--- src/rtl/lift_pkg.sv ---
// Shared definitions for the lift call panel: controller floor codes,
// physical floor / direction decoding and the panel FSM state enum.
package lift_pkg;

    localparam int NUM_FLOORS = 4;

    // Encoded floor/direction state reported by the lift controller.
    typedef enum logic [2:0] {
        FL_A  = 3'd0,
        FL_BU = 3'd1,
        FL_BD = 3'd2,
        FL_CU = 3'd3,
        FL_CD = 3'd4,
        FL_D  = 3'd5
    } floor_code_e;

    // Physical floor index plus a flag saying the code was a legal one.
    typedef struct packed {
        logic       valid;
        logic [1:0] flr;
    } phys_t;

    typedef enum logic [1:0] {
        ST_IDLE    = 2'd0,
        ST_REQUEST = 2'd1,
        ST_DWELL   = 2'd2
    } state_e;

    // Collapse the up/down variants of B and C onto one physical floor.
    // Codes 6/7 report floor 0 with valid cleared so they never match a target.
    function automatic phys_t phys_floor(input logic [2:0] code);
        phys_t p;
        p.valid = 1'b1;
        p.flr   = 2'd0;
        case (code)
            FL_A:         p.flr = 2'd0;
            FL_BU, FL_BD: p.flr = 2'd1;
            FL_CU, FL_CD: p.flr = 2'd2;
            FL_D:         p.flr = 2'd3;
            default:      p.valid = 1'b0;
        endcase
        return p;
    endfunction

    // Travel direction implied by the code; invalid codes count as up.
    function automatic logic dir_up(input logic [2:0] code);
        return !(code == FL_BD || code == FL_CD || code == FL_D);
    endfunction

endpackage

--- src/rtl/lift_call_select.sv ---
// Combinational SCAN arbiter: picks the pending call at the current floor,
// else the nearest one ahead in the travel direction, else the nearest behind.
module lift_call_select
    import lift_pkg::*;
(
    input  logic [NUM_FLOORS-1:0] pending,
    input  logic [1:0]            cur_floor,
    input  logic                  up,
    output logic [1:0]            target
);

    logic       found;
    logic [2:0] cand;

    // Scan outward from the current floor; bit 2 of cand flags off-the-shaft.
    always_comb begin
        target = cur_floor;
        found  = pending[cur_floor];
        cand   = '0;
        // strictly ahead, nearest first
        for (int d = 1; d < NUM_FLOORS; d++) begin
            cand = up ? ({1'b0, cur_floor} + 3'(d)) : ({1'b0, cur_floor} - 3'(d));
            if (!found && !cand[2] && pending[cand[1:0]]) begin
                target = cand[1:0];
                found  = 1'b1;
            end
        end
        // behind, nearest first
        for (int d = 1; d < NUM_FLOORS; d++) begin
            cand = up ? ({1'b0, cur_floor} - 3'(d)) : ({1'b0, cur_floor} + 3'(d));
            if (!found && !cand[2] && pending[cand[1:0]]) begin
                target = cand[1:0];
                found  = 1'b1;
            end
        end
    end

endmodule

--- src/rtl/lift_call_panel.sv ---
// Request-side front end of the four-floor lift: latches calls, presents one
// request at a time chosen by SCAN, holds it through the door dwell and then
// clears the served call. Every output comes straight from a flop.
module lift_call_panel
    import lift_pkg::*;
#(
    parameter int DWELL_CYCLES = 4
) (
    input  logic       clk,
    input  logic       rst,
    input  logic [3:0] btn,
    input  logic [2:0] floor,
    output logic       ra,
    output logic       rb,
    output logic       rc,
    output logic       rd,
    output logic [3:0] pending,
    output logic       door_open,
    output logic       arrived
);

    localparam int                CNT_W    = $clog2(DWELL_CYCLES) + 1;
    localparam logic [CNT_W-1:0]  CNT_LAST = CNT_W'(DWELL_CYCLES - 1);

    state_e           state_q, state_d;
    logic [1:0]       target_q, target_d;
    logic [CNT_W-1:0] cnt_q, cnt_d;
    logic [3:0]       pending_q, pending_d;
    logic [3:0]       req_q, req_d;
    logic             door_open_q, door_open_d;
    logic             arrived_q, arrived_d;

    phys_t      phys;
    logic       up;
    logic [1:0] sel_target;

    assign phys = phys_floor(floor);
    assign up   = dir_up(floor);

    lift_call_select u_select (
        .pending   (pending_q),
        .cur_floor (phys.flr),
        .up        (up),
        .target    (sel_target)
    );

    // Next-state logic: call latch, FSM, dwell counter and registered outputs.
    always_comb begin
        state_d   = state_q;
        target_d  = target_q;
        cnt_d     = cnt_q;
        arrived_d = 1'b0;
        // new presses only become visible to selection next cycle
        pending_d = pending_q | btn;
        case (state_q)
            ST_IDLE: begin
                if (pending_q != '0) begin
                    target_d = sel_target;
                    state_d  = ST_REQUEST;
                end
            end
            ST_REQUEST: begin
                // target is frozen here; an invalid floor code never matches
                if (phys.valid && phys.flr == target_q) begin
                    cnt_d   = '0;
                    state_d = ST_DWELL;
                end
            end
            ST_DWELL: begin
                if (cnt_q == CNT_LAST) begin
                    // clearing overrides a press of the same button this edge
                    pending_d[target_q] = 1'b0;
                    arrived_d           = 1'b1;
                    state_d             = ST_IDLE;
                end else begin
                    cnt_d = cnt_q + 1'b1;
                end
            end
            default: state_d = ST_IDLE;
        endcase
        req_d       = (state_d != ST_IDLE) ? (4'b0001 << target_d) : 4'b0000;
        door_open_d = (state_d == ST_DWELL);
    end

    // State and output registers with synchronous reset.
    always_ff @(posedge clk) begin
        if (rst) begin
            state_q     <= ST_IDLE;
            target_q    <= '0;
            cnt_q       <= '0;
            pending_q   <= '0;
            req_q       <= '0;
            door_open_q <= 1'b0;
            arrived_q   <= 1'b0;
        end else begin
            state_q     <= state_d;
            target_q    <= target_d;
            cnt_q       <= cnt_d;
            pending_q   <= pending_d;
            req_q       <= req_d;
            door_open_q <= door_open_d;
            arrived_q   <= arrived_d;
        end
    end

    assign {rd, rc, rb, ra} = req_q;
    assign pending          = pending_q;
    assign door_open        = door_open_q;
    assign arrived          = arrived_q;

endmodule
--- config.mk ---
export PLATFORM = sky130hd
export DESIGN_NAME = lift_call_panel
export DESIGN_NICKNAME = d
export VERILOG_FILES = /design/src/rtl/lift_pkg.sv /design/src/rtl/lift_call_select.sv /design/src/rtl/lift_call_panel.sv
export SDC_FILE = /design/constraint.sdc
export NUM_CORES = 1
export LEC_CHECK = 0
export ABC_AREA = 1
export CAP_MARGIN = 20
export CELL_PAD_IN_SITES_DETAIL_PLACEMENT = 1
export CELL_PAD_IN_SITES_GLOBAL_PLACEMENT = 2
export CORE_ASPECT_RATIO = 0.8
export CORE_MARGIN = 2
export CORE_UTILIZATION = 28
export DETAILED_ROUTE_END_ITERATION = 6
export GPL_ROUTABILITY_DRIVEN = 1
export GPL_TIMING_DRIVEN = 0
export PLACE_DENSITY_LB_ADDON = 0.1
export SYNTH_ARGS = -nofsm -noshare
export SYNTH_HDL_FRONTEND = slang
export SYNTH_HIERARCHICAL = 1
export SYNTH_SLANG_ARGS = --single-unit
--- constraint.sdc ---
create_clock -name clk -period 4.22 [get_ports clk]
set_input_delay 1.055 -clock clk [delete_from_list [all_inputs] [get_ports clk]]
set_output_delay 1.055 -clock clk [all_outputs]
set_load 0.01 [all_outputs]
==> Yosys cells after proc, flatten, opt, wreduce, memory -nomap -nowiden <==
Index checks and enable logic that the tools add are counted.
{ "classes": {"n_addsub": 7, "n_lt_le_gt_ge": 9, "n_eq_ne": 12, "shift": 1, "mux": 47, "bitwise_logic": 5, "reduce_logical": 39} }
{ "op_table": {"columns": ["cell", "count"], "rows": [
  ["$lt A2 B3 Y1 const B", 8],
  ["$mux W3", 8],
  ["$mux W2", 11],
  ["$mux W1", 15],
  ["$bmux W1 S2", 7],
  ["$logic_and A1 B1 Y1", 14],
  ["$logic_not A1 Y1", 12],
  ["$pmux W2 S3", 2],
  ["$eq A3 B2 Y1 const B", 3],
  ["$mux W4", 2],
  ["$reduce_or A2 Y1", 4],
  ["$add A2 B2 Y3 const B", 2],
  ["$eq A3 B3 Y1 const B", 2],
  ["$pmux W3 S2", 1],
  ["$reduce_or A6 Y1", 1],
  ["$sub A2 B2 Y3 const B", 2],
  ["$and A4 B4 Y4", 1],
  ["$eq A2 B2 Y1 const B", 2],
  ["$ne A2 B2 Y1 const B", 2],
  ["$not A4 Y4", 1],
  ["$or A4 B4 Y4", 1],
  ["$reduce_bool A2 Y1", 2],
  ["$reduce_bool A4 Y1", 1],
  ["$shl A1 B2 Y4 const A", 1],
  ["other kinds (13)", 15]
]} }
{ "word_totals": {"reg_bits": 17, "out_inout_bits": 10, "wordCells": 127} }

==> Depth between registers and ports, before layout <==
Gate-level depths: netlist (run 1).
{ "logic_depth": {"word_depth": 32, "mapped_depth": 22, "mapped_depth_nobuf": 22} }

==> Cells and area by module <==
Netlist (run 1), hierarchy kept.
{ "modules_own_cells": {"columns": ["module", "instances", "cells_per_inst", "area_per_inst_um2", "seq_area_each_um2"], "rows": [
  ["lift_call_panel", 1, 99, 760.7, 340.3],
  ["lift_call_select", 1, 65, 345.3, 0.0]
]} }

==> Worst setup path before layout (run 1) <==
Ideal clock, no wire load.
{ "synth_path": {"path_kind": "in2reg", "start": "input port floor[2]", "end": "register req_q[0]", "setup_ps": 64, "arrival_ps": 3192, "required_ps": 4156, "path_slack_ps": 964, "stages": 17, "n_path_buf": 0, "path_cell_list": "nand2_1 -> nand3_1 -> inv_1 -> inv_2 -> ha_1 -> inv_1 -> nand2_1 -> nand2_1 -> a21oi_1 -> a21oi_1 -> nand4_1 -> nand2_1 -> nand2_1 -> xor2_1 -> o21ai_1 -> inv_1 -> nor2_1"} }
{ "synth_lines": {"columns": ["element", "line_no", "rtl"], "rows": [
  ["from (decl)", "lift_call_panel.sv:12", "input logic [2:0] floor,"],
  ["to (signal assigned)", "lift_call_panel.sv:100", "req_q <= req_d;"],
  ["to (decl)", "lift_call_panel.sv:29", "logic [3:0] req_q, req_d;"]
]} }

==> impl_metrics.csv, run 1 <==
group,metric,value,unit
die,dieArea,4472,um^2
timing,totalNegativeSetupSlack,0,ns
place,place_area,1345,um^2
logic_synthesis,ys_ff_latch,17,
clocking,numCtsBuffers,3,
layout,final_cell_area,1401,um^2
timing,setup_ws,0.3365,ns
worst_setup_path,criticalPathCategory,"input pin to register",
place,dp.cells,236,
min_path,hp-start,"cnt_q[1]",
worst_setup_path,worst-path-max-fanout,7,
timing,slew_headroom,0.6966,
power,netSwitchingPower,216.8,uW
routing,post_drt_via_cell_ratio,4.500,
clocking,root_buffer,"clkbuf_8",
die,initial_core_util,0.2908,
min_path,min_path_type,"register to register",
routing,firstDrtPassIters,4,
logic_synthesis,synth-edff-count,0,
clocking,clk_latency,0.25,ns
timing,max_freq,0.2575,GHz
worst_setup_path,end_kind,"register",
power,power_frac_comb,0.427,
global_route,antenna_found_initial,0,
clocking,clk_pin_slew,0.06,ns
place,dp_worst_setup_slack,-0.1299,ns
power,pwr_density_cell,401.2,nW/um^2
worst_setup_path,r2r-start,"pending[3]",
worst_setup_path,cp-start-kind,"input pin",
global_route,grt.overflow.total,0,
job,drv_cap,0,
power,intPower,345.3,uW
timing,final_hold_viol_count,0,
logic_synthesis,yosys.area.top_type_share,0.3077,
logic_synthesis,synth_area_leaders,"dfxtp_1 31%, nand2_1 13%, inv_1 9.2%",
routing,wl,3007,um
clocking,clockBufferDepth,2,
worst_setup_path,crit_path_frequent_cell,"nand2_1",
timing,final-setup-viol-count,0,
logic_synthesis,synth_fp_nets,177,
die,rows,20,
power,power.share.switching,0.3857,
routing,ant_nets,0,
worst_setup_path,cpPeakStageDelay,0.52,ns
timing,finalCritPeriodShare,0.9203,
timing,fin_skew,0.0008779,ns
timing,rsz0062_at_grt,"false",
layout,postLayoutCoreUtil,0.3684,
global_route,grt_pass1_vias,1105,
power,ir_drop,0.2114,mV
place,io_buffers,17,
layout,n_antenna_cell,0,
global_route,gr-usage-all-layers,0.1469,
clocking,h-tree-depth,1,
routing,drt-initial-drc-count,37,
logic_synthesis,yosys_warnings,6,
routing,drc_errors,0,
timing,worst_pin_slew,0.4551,ns
routing,wl_per_cell,12.53,um
logic_synthesis,synth_area,1106,um^2
layout,nets,199,
clocking,clock_sinks,17,
power,p_leak,0.6727,nW
timing,slew_violations,0,
die,core-area,3804,um^2
power,p_seq_frac,0.361,
layout,syn2layout_area_growth,26.70,%
place,dp_hpwl,2436,um
status,status,"completed",
worst_setup_path,path_cells,"clkdlybuf4s50_1, nand2_2, nand2_1, nand2_1, inv_2, inv_1, ha_1, inv_1, nand2_1, nand2_1, nand2_1, nand2_2, a21boi_4, nand4_1, nand2_1, nand2_1, xor2_1, o21ai_2, inv_1, nor2_1",
routing,vias,1080,
worst_setup_path,cp_slowest_cell,"clkdlybuf4s50_1",
layout,fin_cells,240,
clocking,cts_tree,"built",
worst_setup_path,required,4.40,ns
logic_synthesis,yosysTopAreaCell,"dfxtp_1",
layout,drive_gt1_frac,0.1730,
place,routabilityCongestion,0.7936,
logic_synthesis,synth_seq_area_share,0.3077,
logic_synthesis,avgSynthCellArea,6.744,um^2
global_route,grt_pass1_wl,5043,um
die,die_h,60.22,um
worst_setup_path,arrival,4.07,ns
global_route,grt_max_degree,10,
logic_synthesis,syn_inst,164,
die,die-width,74.27,um
die,io_pins,19,
logic_synthesis,synth_ff_type,"dfxtp_1",
clocking,ctsHoldBuffers,0,
logic_synthesis,async_flop_share,0,
timing,fin_crit,3.883,ns
worst_setup_path,critPathLaunch,"floor[1]",
power,p_clk_frac,0.212,
logic_synthesis,synth.distinct_cells,25,
power groups by stage:
| stage | combinational [mW] | clock [mW] | sequential, mW |
|---|---|---|---|
| 2_1_floorplan | 0.155 | 0 | 0.209 |
| 3_3_place_gp | 0.230 | 0 | 0.206 |
| 3_5_place_dp | 0.232 | 0 | 0.207 |
| 4_1_cts | 0.235 | 0.125 | 0.203 |
| 5_1_grt | 0.269 | 0.132 | 0.206 |
| 6_report | 0.240 | 0.119 | 0.203 |
flip-flops by register name (all words and copies together) (netlist names):
| name | cells |
|---|---|
| cnt_q | 3 |
| door_open | 1 |
| arrived | 1 |
| req_q | 4 |
| pending | 4 |
| state_q | 2 |
| target_q | 2 |
path summary, 6_finish.rpt:
path               to  slack (ns)  depth (start not counted)
max reg2reg  req_q[2]        2.27                         12
max          req_q[2]        0.34                         20
min          cnt_q[1]        0.47                          2
min reg2reg  cnt_q[1]        0.47                          2
cells by family (layout without fill, tap and decap cells):
kind of cell | count (synthesis) | in the layout | share of synthesized area
fa+ha+maj | 4 | 4 | 0.04525
flops | 17 | 17 | 0.3077
simple gates | 93 | 93 | 0.4219
xor+xnor | 2 | 2 | 0.01584
buf+inv | 33 | 54 | 0.1120
compound gates | 15 | 15 | 0.09728
cell usage in the layout, fill, tap and decap left out:
cell type,instances
nor2_2,2
clkbuf_1,2
and2_1,1
nand2_4,2
nand3b_1,1
nor2_4,1
nand2_1,37
nand3_2,5
nand2_2,7
a21oi_1,4
xor2_1,1
dfxtp_1,17
ha_1,4
a21boi_4,1
xnor2_1,1
o221ai_1,4
nand3_1,19
o21ai_2,2
nor3_1,1
inv_1,25
nor2_1,13
inv_2,7
a21oi_2,2
clkdlybuf4s50_1,17
nand4_1,3
clkbuf_8,3
or2_1,1
o21ai_1,2
cells in the mapped netlist (all sizes together) (3+ instances only):
library cell   n
a21oi          6
nand4          3
dfxtp         17
ha             4
nand3         24
o21ai          4
nand2         46
nor2          16
inv           32
o221ai         4
what timing repair did:
item	CTS	global route
setup buffers	0	0
resized for setup	0	5
setup endpoints to repair	0	6
per-layer routing:
| layer | wire length (um) | share of wire | track usage |
|---|---|---|---|
| met1 | 1625 | 0.54 | 0.2055 |
| met2 | 1283 | 0.43 | 0.2385 |
| met3 | 92 | 0.031 | 0.03541 |
| met4 | 6 | 0.0020 | 0.01531 |
| met5 | 0 | 0 | 0 |
metrics by stage:
stage / hold WS [ns] / power (mW)
global route: 0.4979 / 0.6073
floorplan: 0.4429 / 0.3635
CTS: 0.4734 / 0.5638
global placement: 0.4532 / 0.4363
detailed placement: 0.4627 / 0.4386
finish: 0.4688 / 0.5622
worst max-delay path, delay by kind of cell:
kind / cells / cell delay [ns]
AND/OR/NAND/NOR: 11 / 1.15
adder cells (fa/ha/maj): 1 / 0.33
AO/OA/AOI/OAI: 2 / 0.42
buffers and inverters: 5 / 0.94
XOR/XNOR: 1 / 0.15
area by class of cell:
cell class	count	area (um^2)
clock buffers	4	45.04
fillers	479	2402
flip-flops and latches	17	340.3
well taps	55	68.82
multi-input cells	114	653.1
plain buffers	1	3.754
inverters	32	120.1
repair buffers	17	170.2
No activity file was read; power rests on OpenSTA's default activity.
==> run 2, diff against run 1 <==
--- a/config.mk
+++ b/config.mk
@@ -10,7 +10,6 @@
 export CELL_PAD_IN_SITES_DETAIL_PLACEMENT = 1
 export CELL_PAD_IN_SITES_GLOBAL_PLACEMENT = 2
 export CORE_ASPECT_RATIO = 0.8
-export CORE_MARGIN = 2
 export CORE_UTILIZATION = 28
 export DETAILED_ROUTE_END_ITERATION = 6
 export GPL_ROUTABILITY_DRIVEN = 1
==> impl_metrics.csv, run 2 (synthesis gave the netlist of run 1 again) <==
group,metric,value,unit
status,status,"completed",
layout,multi_input_area,653.1,um^2
routing,drc_errors,0,
global_route,antenna_found_initial,0,
die,die-width,72.27,um
clocking,cts_resized,0,
layout,syn2layout_area_growth,26.70,%
worst_setup_path,setup.worst_path.end,"req_q[0]",
global_route,grt_max_degree,10,
worst_setup_path,crit_family,"simple AND/OR/NAND/NOR gates",
clocking,clock_sinks,17,
layout,drive_gt1_frac,0.1730,
die,core-area,3779,um^2
global_route,grt.overflow.total,0,
worst_setup_path,crit_path_frequent_cell,"nand2_1",
timing,final-setup-viol-count,0,
layout,n_antenna_cell,0,
routing,ant_nets,0,
timing,worst_pin_slew,0.4902,ns
worst_setup_path,cp_slowest_cell,"clkdlybuf4s50_1",
layout,fillers,474,
routing,drt-initial-drc-count,26,
timing,max_freq,0.2594,GHz
worst_setup_path,required,4.41,ns
layout,postLayoutCoreUtil,0.3709,
clocking,clk_pin_slew,0.06,ns
timing,totalNegativeSetupSlack,0,ns
worst_setup_path,end_kind,"register",
place,dp_hpwl,2507,um
worst_setup_path,reg2reg_to,"req_q[0]",
place,dp_worst_setup_slack,-0.1812,ns
timing,final_hold_viol_count,0,
min_path,min_path_type,"register to register",
worst_setup_path,worst-path-max-fanout,7,
timing,fin_crit,3.855,ns
worst_setup_path,rrSetupSlack,2.24,ns
timing,fin_skew,0.001430,ns
worst_setup_path,cp-start-kind,"input pin",
layout,final-seq-area,340.3,um^2
routing,wl_per_cell,12.52,um
worst_setup_path,path_cells,"clkdlybuf4s50_1, nand2_2, nand2_1, nand2_1, inv_2, inv_1, ha_1, inv_1, nand2_1, nand2_1, nand2_1, nand2_2, a21boi_4, nand4_1, nand2_1, nand2_1, xor2_1, o21ai_2, inv_1, nor2_1",
clocking,ctsHoldBuffers,0,
worst_setup_path,rr_worst_depth,12,
die,io_pins,19,
global_route,grt_pass1_vias,1063,
routing,firstDrtPassIters,4,
clocking,clockBufferDepth,2,
worst_setup_path,critPathLaunch,"floor[1]",
routing,wl,3005,um
worst_setup_path,cp.depth,20,
timing,rsz0062_at_grt,"false",
worst_setup_path,cpPeakStageDelay,0.51,ns
timing,slew_headroom,0.6732,
worst_setup_path,arrival,4.04,ns
job,drv_cap,0,
worst_setup_path,r2r-start,"pending[3]",
clocking,root_buffer,"clkbuf_8",
clocking,cts_setup_buffers,0,
clocking,cts_tree,"built",
routing,post_drt_via_cell_ratio,4.579,
global_route,grt_pass1_wl,4981,um
timing,finalCritPeriodShare,0.9136,
global_route,gr-usage-all-layers,0.1539,
place,place_area,1345,um^2
clocking,numCtsBuffers,3,
power,pwr_density_cell,405.2,nW/um^2
die,dieArea,4207,um^2
die,initial_core_util,0.2927,
clocking,clk_latency,0.25,ns
die,die_h,58.22,um
worst_setup_path,criticalPathCategory,"input pin to register",
routing,vias,1099,
clocking,h-tree-depth,1,
worst_setup_path,cp.buffers_inverters,5,
timing,slew_violations,0,
layout,final_cell_area,1401,um^2
power,ir_drop,0.2426,mV
place,routabilityCongestion,0.7676,
layout,final_common_cell,"nand2_1",
timing,setup_ws,0.3646,ns
layout,layout_common_cells,"37 x nand2_1, 25 x inv_1, 19 x nand3_1",
power,power,567.8,uW
layout,nets,199,
power,p_leak,0.6727,nW
die,rows,20,
place,io_buffers,17,
## run 2: cell counts in the layout (fill, tap and decap cells not counted)
Identical to the previous run, type by type.
## run 2: metal layers
layer	track usage	routed length (um)	up-vias
li1	-	-	561
met1	0.2239	1630	509
met2	0.2216	1175	22
met3	0.04696	163	7
met4	0.03361	36	0
met5	0	0	-
## run 2: worst min-delay path, stage by stage, from the launching register on
cell and delay, ns:
dfxtp_1 0.31, nand2_1 0.06, a21oi_1 0.05
## run 2: how the worst min path moves through the flow
stage / from / endpoint / slack, ns / cells past startpoint
CTS: cnt_q[1] / cnt_q[1] / 0.47 / 2
finish: cnt_q[1] / cnt_q[1] / 0.47 / 2
floorplan: cnt_q[1] / cnt_q[1] / 0.44 / 2
detailed placement: cnt_q[1] / cnt_q[1] / 0.46 / 2
global route: cnt_q[1] / cnt_q[1] / 0.50 / 2
global placement: cnt_q[1] / cnt_q[1] / 0.45 / 2
## run 2: cell type report
| type | count | share of cell area |
|---|---|---|
| plain buffers | 1 | 0.002679 |
| clock buffers | 4 | 0.03214 |
| inverters | 32 | 0.08571 |
| multi-input cells | 114 | 0.4661 |
| flip-flops and latches | 17 | 0.2429 |
| well taps | 55 | 0.04911 |
| repair buffers | 17 | 0.1214 |
## run 2: report_power, final
| part | leakage, nW | internal [mW] | switching (mW) | total, mW |
|---|---|---|---|---|
| clock | 0.0228 | 0.0670 | 0.0547 | 0.122 |
| sequential | 0.140 | 0.185 | 0.0168 | 0.202 |
| combinational | 0.510 | 0.0931 | 0.151 | 0.244 |
| total | 0.673 | 0.346 | 0.222 | 0.568 |
## run 2: metrics by stage
step | hold WS, ns | cells
after CTS | 0.4727 | 240
after global placement | 0.4512 | 236
after global routing | 0.5000 | 240
final | 0.4703 | 240
after floorplan | 0.4429 | 164
after detailed placement | 0.4633 | 236
==> run 3, diff against run 2 <==
--- a/config.mk
+++ b/config.mk
@@ -6,7 +6,6 @@
 export NUM_CORES = 1
 export LEC_CHECK = 0
 export ABC_AREA = 1
-export CAP_MARGIN = 20
 export CELL_PAD_IN_SITES_DETAIL_PLACEMENT = 1
 export CELL_PAD_IN_SITES_GLOBAL_PLACEMENT = 2
 export CORE_ASPECT_RATIO = 0.8
==> results of run 3 <==
Final layout, timing and power as in run 2 (identical DEF).
